<file path="config.mk">
export PLATFORM = sky130hd
export DESIGN_NAME = uart_rx_fsm
export DESIGN_NICKNAME = d
export VERILOG_FILES = /design/src/rtl/uart_rx_fsm.sv
export SDC_FILE = /design/constraint.sdc
export NUM_CORES = 1
export LEC_CHECK = 0
export BUFFER_PORTS_ARGS = -buffer_cell sky130_fd_sc_hd__buf_2
export CORE_ASPECT_RATIO = 1.4
export CORE_UTILIZATION = 52
export DETAILED_ROUTE_END_ITERATION = 8
export GPL_TIMING_DRIVEN = 0
export HOLD_SLACK_MARGIN = 0.1
export PLACE_DENSITY = 0.72
export SLEW_MARGIN = 20
export SYNTH_ARGS = -nofsm -noshare
export SYNTH_HDL_FRONTEND = slang
export SYNTH_SLANG_ARGS = --single-unit
</file>
<file path="constraint.sdc">
create_clock -name clk -period 5.4 [get_ports clk]
set_input_delay 0.27 -clock clk [delete_from_list [all_inputs] [get_ports clk]]
set_output_delay 0.27 -clock clk [all_outputs]
set_load 0.02 [all_outputs]
</file>
<file path="src/rtl/uart_rx_fsm.sv">
// UART receive engine: synchronized rx line, oversampled mid-bit sampling, parity and stop checks.
// Optional build macro UART_RX_MAJORITY_VOTE_EN: 2-of-3 vote over the last three ticks at each sample point.
module uart_rx_fsm #(
    parameter int OVERSAMPLE    = 16,
    parameter int MAX_DATA_BITS = 8
) (
    input  logic                     clk,
    input  logic                     rst_n,
    input  logic                     rx,
    input  logic                     baud_tick,
    input  logic                     rx_en,
    input  logic [3:0]               data_bits,
    input  logic                     parity_en,
    input  logic                     parity_odd,
    output logic [MAX_DATA_BITS-1:0] rx_data,
    output logic                     rx_valid,
    input  logic                     rx_ready,
    output logic                     parity_err,
    output logic                     frame_err,
    output logic                     overrun_err,
    output logic                     busy
);
    localparam int TW = $clog2(OVERSAMPLE);
    localparam logic [TW-1:0] HALF_M1 = TW'(OVERSAMPLE / 2 - 1);
    localparam logic [TW-1:0] FULL_M1 = TW'(OVERSAMPLE - 1);

    typedef enum logic [2:0] {
        S_IDLE   = 3'd0,
        S_START  = 3'd1,
        S_DATA   = 3'd2,
        S_PARITY = 3'd3,
        S_STOP   = 3'd4
    } state_t;

    state_t                   state;
    logic                     rx_meta;
    logic                     rx_s;
    logic                     samp;
    logic [TW-1:0]            tick_cnt;
    logic [3:0]               bit_cnt;
    logic [3:0]               nbits_q;
    logic                     par_en_q;
    logic                     par_odd_q;
    logic                     par_err_n;
    logic                     par_exp;
    logic [3:0]               cfg_bits;
    logic [MAX_DATA_BITS-1:0] shift_reg;

    always_ff @(posedge clk or negedge rst_n) begin
        if (!rst_n) begin
            rx_meta <= 1'b1;
            rx_s    <= 1'b1;
        end else begin
            rx_meta <= rx;
            rx_s    <= rx_meta;
        end
    end

`ifdef UART_RX_MAJORITY_VOTE_EN
    logic [1:0] hist;
    always_ff @(posedge clk or negedge rst_n) begin
        if (!rst_n)
            hist <= 2'b11;
        else if (baud_tick)
            hist <= {hist[0], rx_s};
    end
    assign samp = (hist[1] & hist[0]) | (hist[1] & rx_s) | (hist[0] & rx_s);
`else
    assign samp = rx_s;
`endif

    always_comb begin
        cfg_bits = data_bits;
        if (data_bits < 4'd5 || data_bits > 4'd8)
            cfg_bits = 4'd8;
    end

    // Unused upper bits of shift_reg are zero, so a full-width XOR covers only the data bits.
    assign par_exp = (^shift_reg) ^ par_odd_q;
    assign busy    = (state != S_IDLE);

    // rx_valid/rx_ready: a word transfers in any cycle where both are high; rx_data and
    // the error flags hold steady while rx_valid is high and no transfer has happened.
    always_ff @(posedge clk or negedge rst_n) begin
        if (!rst_n) begin
            state       <= S_IDLE;
            tick_cnt    <= '0;
            bit_cnt     <= '0;
            nbits_q     <= 4'd8;
            par_en_q    <= 1'b0;
            par_odd_q   <= 1'b0;
            par_err_n   <= 1'b0;
            shift_reg   <= '0;
            rx_data     <= '0;
            rx_valid    <= 1'b0;
            parity_err  <= 1'b0;
            frame_err   <= 1'b0;
            overrun_err <= 1'b0;
        end else begin
            overrun_err <= 1'b0;
            if (rx_valid && rx_ready)
                rx_valid <= 1'b0;
            if (state != S_IDLE && !rx_en) begin
                state    <= S_IDLE;
                tick_cnt <= '0;
                bit_cnt  <= '0;
            end else if (baud_tick) begin
                case (state)
                    S_IDLE: begin
                        tick_cnt <= '0;
                        if (rx_en && !rx_s)
                            state <= S_START;
                    end
                    S_START: begin
                        if (tick_cnt == HALF_M1) begin
                            tick_cnt <= '0;
                            if (samp) begin
                                state <= S_IDLE;
                            end else begin
                                state     <= S_DATA;
                                bit_cnt   <= '0;
                                shift_reg <= '0;
                                par_err_n <= 1'b0;
                                nbits_q   <= cfg_bits;
                                par_en_q  <= parity_en;
                                par_odd_q <= parity_odd;
                            end
                        end else begin
                            tick_cnt <= tick_cnt + 1'b1;
                        end
                    end
                    S_DATA: begin
                        if (tick_cnt == FULL_M1) begin
                            tick_cnt <= '0;
                            for (int i = 0; i < MAX_DATA_BITS; i++)
                                if (int'(bit_cnt) == i)
                                    shift_reg[i] <= samp;
                            bit_cnt <= bit_cnt + 4'd1;
                            if (bit_cnt + 4'd1 == nbits_q)
                                state <= par_en_q ? S_PARITY : S_STOP;
                        end else begin
                            tick_cnt <= tick_cnt + 1'b1;
                        end
                    end
                    S_PARITY: begin
                        if (tick_cnt == FULL_M1) begin
                            tick_cnt  <= '0;
                            par_err_n <= (samp != par_exp);
                            state     <= S_STOP;
                        end else begin
                            tick_cnt <= tick_cnt + 1'b1;
                        end
                    end
                    S_STOP: begin
                        if (tick_cnt == FULL_M1) begin
                            tick_cnt <= '0;
                            state    <= S_IDLE;
                            if (!rx_valid || rx_ready) begin
                                rx_data    <= shift_reg;
                                parity_err <= par_err_n;
                                frame_err  <= !samp;
                                rx_valid   <= 1'b1;
                            end else begin
                                overrun_err <= 1'b1;
                            end
                        end else begin
                            tick_cnt <= tick_cnt + 1'b1;
                        end
                    end
                    default: state <= S_IDLE;
                endcase
            end
        end
    end
endmodule

</file>
* Word level (Yosys, flattened, before mapping)
Index checks and enable logic that the tools add are counted.
** Storage, ports and cells
- Bits in registers :: 40
- Latch bits :: 0
- RAM bits :: 0
- ROM bits :: 0
- Logic and storage cells :: 145
- Memories kept :: 0
** Cells by class
- $add $sub $neg :: 2
- Multipliers :: 0
- Divide/modulo/power cells :: 0
- Magnitude comparators :: 2
- Equal/unequal tests :: 34
- Shift-type cells :: 0
- Multiplexer cells :: 50
- Bitwise operators :: 3
- Reductions and logical operators :: 32
** Operators with widths (count)
- $reduce_and A7 Y1 :: 9
- $mux W4 :: 10
- $mux W3 :: 9
- $mux W8 :: 3
- $ne A2 B2 Y1 const B :: 12
- $mux W1 :: 22
- $ne A3 B3 Y1 const B :: 7
- $eq A4 B4 Y1 const B :: 5
- $pmux W8 S2 :: 1
- $pmux W3 S5 :: 1
- $reduce_and A5 Y1 :: 3
- $eq A4 B3 Y1 const B :: 3
- $pmux W4 S3 :: 1
- $add A4 B1 Y4 const B :: 2
- $pmux W4 S2 :: 1
- $reduce_xor A8 Y1 :: 1
- $eq A3 B2 Y1 const B :: 2
- $reduce_and A6 Y1 :: 1
- $reduce_bool A2 Y1 :: 3
- $reduce_bool A3 Y1 :: 2
- $eq A4 B2 Y1 const B :: 1
- $eq A4 B4 Y1 :: 1
- $gt A4 B4 Y1 const B :: 1
- $logic_not A4 Y1 :: 1
- 15 further kinds :: 21

* Depth between registers and ports, before layout
- Word-level depth :: 7
- Mapped depth :: 7
- Gate-level depth less buffers :: 7

* Worst setup path after synthesis
Ideal clock, no wire load.
- Path kind :: reg2reg
- Start point :: register bit_cnt[0]
- End point :: register state[0]
- Arrival :: 1.758 ns
- Slack :: 3.515 ns
- Stages on the path, launching flop included :: 8
- Buffers on the path :: 0
- Period minus slack after synthesis :: 1.885 ns
- Cell sequence :: dfrtp_1 -> inv_1 -> ha_1 -> xor2_1 -> nor2_1 -> a311oi_1 -> a221oi_2 -> mux2_1
** On the way
- Longest elaborated chain between the ends :: 4
** RTL lines
- from (decl) :: RTL line 40 : logic [3:0] bit_cnt;
- from (signal assigned) :: RTL line 138 : bit_cnt <= bit_cnt + 4'd1;
- $add A4 B1 Y4 :: RTL line 139 : if (bit_cnt + 4'd1 == nbits_q)
- $eq A4 B4 Y1 :: RTL line 139
- $ne A3 B3 Y1 (no line)
- $reduce_and A7 Y1 (no line)
- to (signal assigned) :: RTL line 140 : state <= par_en_q ? S_PARITY : S_STOP;
- to (decl) :: RTL line 35 : state_t state;
Every way passes these cells.
A chain may end at the register's enable or synchronous reset.

* Final worst setup path
- Start point :: register tick_cnt[0]
- End point :: register par_odd_q
** On the way
- Longest elaborated chain between the ends :: 2
** RTL lines
- from (decl) :: RTL line 39 : logic [TW-1:0] tick_cnt;
- from (signal assigned) :: RTL line 129 : tick_cnt <= tick_cnt + 1'b1;
- from (signal assigned) :: RTL line 142 : tick_cnt <= tick_cnt + 1'b1;
- from (signal assigned) :: RTL line 151 : tick_cnt <= tick_cnt + 1'b1;
- $eq A4 B3 Y1 :: RTL line 115 : if (tick_cnt == HALF_M1) begin
- $reduce_and A5 Y1 (no line)
- to (signal assigned) :: RTL line 126 : par_odd_q <= parity_odd;
- to (decl) :: RTL line 43 : logic par_odd_q;
Every way passes these cells.

==> results.yml <==
power_and_ir_drop:
  leakage_nw: 1.13
  power_switching_mw: 0.254
  intPower_mw: 0.560
  power.combinational.fraction_pct: 26.8
  sequentialPowerShare_pct: 40.6
  ir_worst_vdd_v: 0.000249
  sw_frac_of_total_pct: 31.2
  p_per_area_nw_per_um2: 329
  clock_power_share_pct: 32.6
synthesis:
  syn_area_per_cell_sq_um: 10.1
  ys_seq_area_share_pct: 46.1
  synth.most_common_cell: "sky130_fd_sc_hd__nand2_1"
  ys.flop_type: "sky130_fd_sc_hd__dfrtp_1"
  synth_warnings: 0
  synthTopCellsByCount: "38 x sky130_fd_sc_hd__nand2_1, 37 x sky130_fd_sc_hd__dfrtp_1, 13 x sky130_fd_sc_hd__xnor2_1"
  post_synth_main_area_contributors: "sky130_fd_sc_hd__dfrtp_1 43%, sky130_fd_sc_hd__nand2_1 6.5%, sky130_fd_sc_hd__mux2_2 5.7%, sky130_fd_sc_hd__xnor2_1 5.2%, sky130_fd_sc_hd__dfstp_2 3.6%"
  yosysTopAreaCellShare_pct: 42.5
  post-synth-top-area-cell: "sky130_fd_sc_hd__dfrtp_1"
  synth_enable_flop_cells: 0
  ys_ff_latch: 40
  syn-num-nets: 232
  synth.cell_area_sq_um: 2180
  gate_count_of_the_mapped_netlist: 215
  ys_async_sr_fraction_pct: 100
  post_synth_num_cell_types: 47
critical_path:
  critical_path.top_delay_family: "simple AND/OR/NAND/NOR gates"
  critical_path.slowest_cell: "sky130_fd_sc_hd__dfrtp_1"
  timing.critical_path.arrival_ns: 2.27
  cp_data_required_time_ns: 5.58
  worst-r2r-cell-count: 6
  setup.worst_path.start_class: "flop"
  worstSetupPathType: "flop to flop"
  worst-path-stages: 6
  worstPathBufferInverterCount: 1
  cp_cell_sequence: "ha_1, nand3_1, o21bai_1, or3_1, buf_4, mux2_4"
  timing.critical_path.to_type: "flop"
  cp_slowest_stage_delay_ns: 0.39
  worst-path-max-fanout: 10
clock_network:
  clock_sink_count: 40
  cts-resized-gates: 0
  cts_max_level: 2
  tritoncts.num_buffers: 5
  worst_setup_hold_path_clk_slew_ns: 0.08
  clk-insertion-delay-late_ns: 0.29
  clock_path_buffers: 2
  root_buffer: "sky130_fd_sc_hd__clkbuf_8"
  tritoncts: "built"
detailed_routing:
  drt_pass1_iterations: 6
  routed-via-count: 1615
  antenna_left: 0
  wl_mm: 3.83
  initialDrtViolationCount: 69
  route.detailed.drc: 4
  wire_per_inst_um: 13.3
  avgViaCountPerCell: 5.59
floorplanning:
  die_y_um: 78.6
  floorplan.rows: 27
  design.die.area_sq_um: 4460
  design.core.area_sq_um: 3990
  starting_density_pct: 54.6
  num_io_pins: 25
  floorplan.die.width_um: 56.7
sta:
  skew_ns: 0.00298
  final-max-slew-violation-count: 0
  tns_ns: 0
  final_setup_violation_count: 0
  fin_crit_ns: 2.09
  rsz0062_at_grt: "false"
  count_of_final_hold_check_violations: 0
  achievable-frequency_ghz: 0.479
  slew_headroom_pct: 42.2
  worst-slew-pin-transition_ns: 0.867
  final.period_utilization_pct: 38.7
  worst_hold_slack_ns: 0.0782
grt:
  grt_first_pass_wirelength_mm: 6.72
  grt_pass1_vias: 1534
  grt.overflow.total: 0
  number_of_antenna_violations_at_the_first_check_in_global_routing: 0
  globalRouteTotalUtil_pct: 19.7
  pin_count_of_the_biggest_net_entering_global_routing: 41
finish:
  area_growth_syn_to_layout_pct: 13.8
  num-nets-final: 262
  diodes: 0
  fillCellCount: 355
  drive_gt1_share_pct: 24.0
placement:
  place_hpwl_mm: 2.80
  port_buffers: 22
  place_congestion: 0.844
run_status:
  violated_checks: "design-rule violations"
  run_status: "finished, violations left"
worst_hold_path:
  worstHoldPathType: "primary input to asynchronous set/reset pin"
job:
  timing.max_cap.violations: 0
worst reg2reg max path: cells and delay by family, from the launching register on:
kind | cells | cell delay (ns)
buf+inv | 1 | 0.19
simple gates | 2 | 0.51
fa+ha+maj | 1 | 0.28
mux | 1 | 0.30
compound gates | 1 | 0.30
flops | 1 | 0.39
power groups by stage:
| stage | Combinational [mW] | Sequential, mW | Clock, mW |
|---|---|---|---|
| after CTS | 0.221 | 0.330 | 0.274 |
| after floorplan | 0.169 | 0.332 | 0 |
| after global routing | 0.245 | 0.332 | 0.285 |
| after detailed placement | 0.219 | 0.336 | 0 |
| after global placement | 0.216 | 0.335 | 0 |
| final | 0.218 | 0.330 | 0.266 |
timing repair:
item / in CTS / in global routing
endpoints found under the setup margin: 0 / 0
hold buffers: 1 / 0
buffers inserted: 0 / 0
hold endpoints to repair: 1 / 0
kinds of logic after synthesis:
family                     synth area share (%)
and+or+nand+nor                            19.0
DFF                                        46.1
AOI/OAI and AO/OA                          11.9
muxes                                      10.6
buffers and inverters                      3.45
xor gates and xnor gates                   6.03
adders and majority gates                  2.87
cell type report:
cell class	instances	area (sq um)	area share [%]
clock inverter	1	30.0	1.21
tap	43	53.8	2.17
clock buffer	7	96.3	3.89
sequential	40	1000	40.5
inverter	8	30.0	1.21
timing repair buffer	23	120	4.85
multi-input combinational	157	1100	44.3
buffer	10	45.0	1.82
routing by layer:
layer / vias up / wire (um) / share of wire [%] / global-route usage (%)
li1: 801 / - / - / -
met5: - / 0 / 0 / 0
met3: 9 / 168 / 4.4 / 4.45
met4: 0 / 82 / 2.1 / 10.0
met1: 766 / 1550 / 41 / 22.5
met2: 39 / 2030 / 53 / 34.2
placed cells by master (no fill, tap or decap), types with 2 or more instances in the layout:
master                     synthesis  layout
sky130_fd_sc_hd__ha_1              5       5
sky130_fd_sc_hd__nand4_1           2       2
sky130_fd_sc_hd__dfrtp_1          37      37
sky130_fd_sc_hd__nor3_1            3       3
sky130_fd_sc_hd__o21ai_1           6       6
sky130_fd_sc_hd__nor2b_1           4       4
sky130_fd_sc_hd__dfstp_2           3       3
sky130_fd_sc_hd__nand2_1          38      38
sky130_fd_sc_hd__nor2_1            5       5
sky130_fd_sc_hd__mux2i_1           4       4
sky130_fd_sc_hd__o21ai_0           7       7
sky130_fd_sc_hd__nand3_1           9       9
sky130_fd_sc_hd__mux2_4            3       3
sky130_fd_sc_hd__mux2_1            2       2
sky130_fd_sc_hd__clkbuf_8          0       7
sky130_fd_sc_hd__clkbuf_1          6       6
sky130_fd_sc_hd__inv_1             8       8
sky130_fd_sc_hd__a22o_1            9       9
sky130_fd_sc_hd__nand2b_1          6       6
sky130_fd_sc_hd__mux2_2           11      11
sky130_fd_sc_hd__xnor2_1          13      13
sky130_fd_sc_hd__xor2_1            2       2
sky130_fd_sc_hd__buf_2             3      25
sky130_fd_sc_hd__a21oi_1           4       4
sky130_fd_sc_hd__and3_4            2       2
stage by stage:
stage               setup WS, ns  power [mW]  utilization, %  std cells  cell area (sq um)
detailed placement          3.30       0.555            58.8        280               2340
finish                      3.31       0.814            62.2        289               2480
global route                3.15       0.863            62.2        289               2480
floorplan                   3.51       0.502               -        215               2180
global placement            3.31       0.552            58.8        280               2340
CTS                         3.28       0.825            62.2        289               2480
worst paths after layout:
path / startpoint / to / slack [ns]
setup / recovery: tick_cnt[0] / par_odd_q / 3.31
hold / removal: rst_n / frame_err / 0.08
setup reg to reg: tick_cnt[0] / par_odd_q / 3.31
hold reg to reg: rx_meta / rx_s / 0.36
max in group asynchronous: rst_n / rx_valid / 4.77
min in group clk: parity_odd / par_odd_q / 0.21
Power figures use the tool's default switching activity.
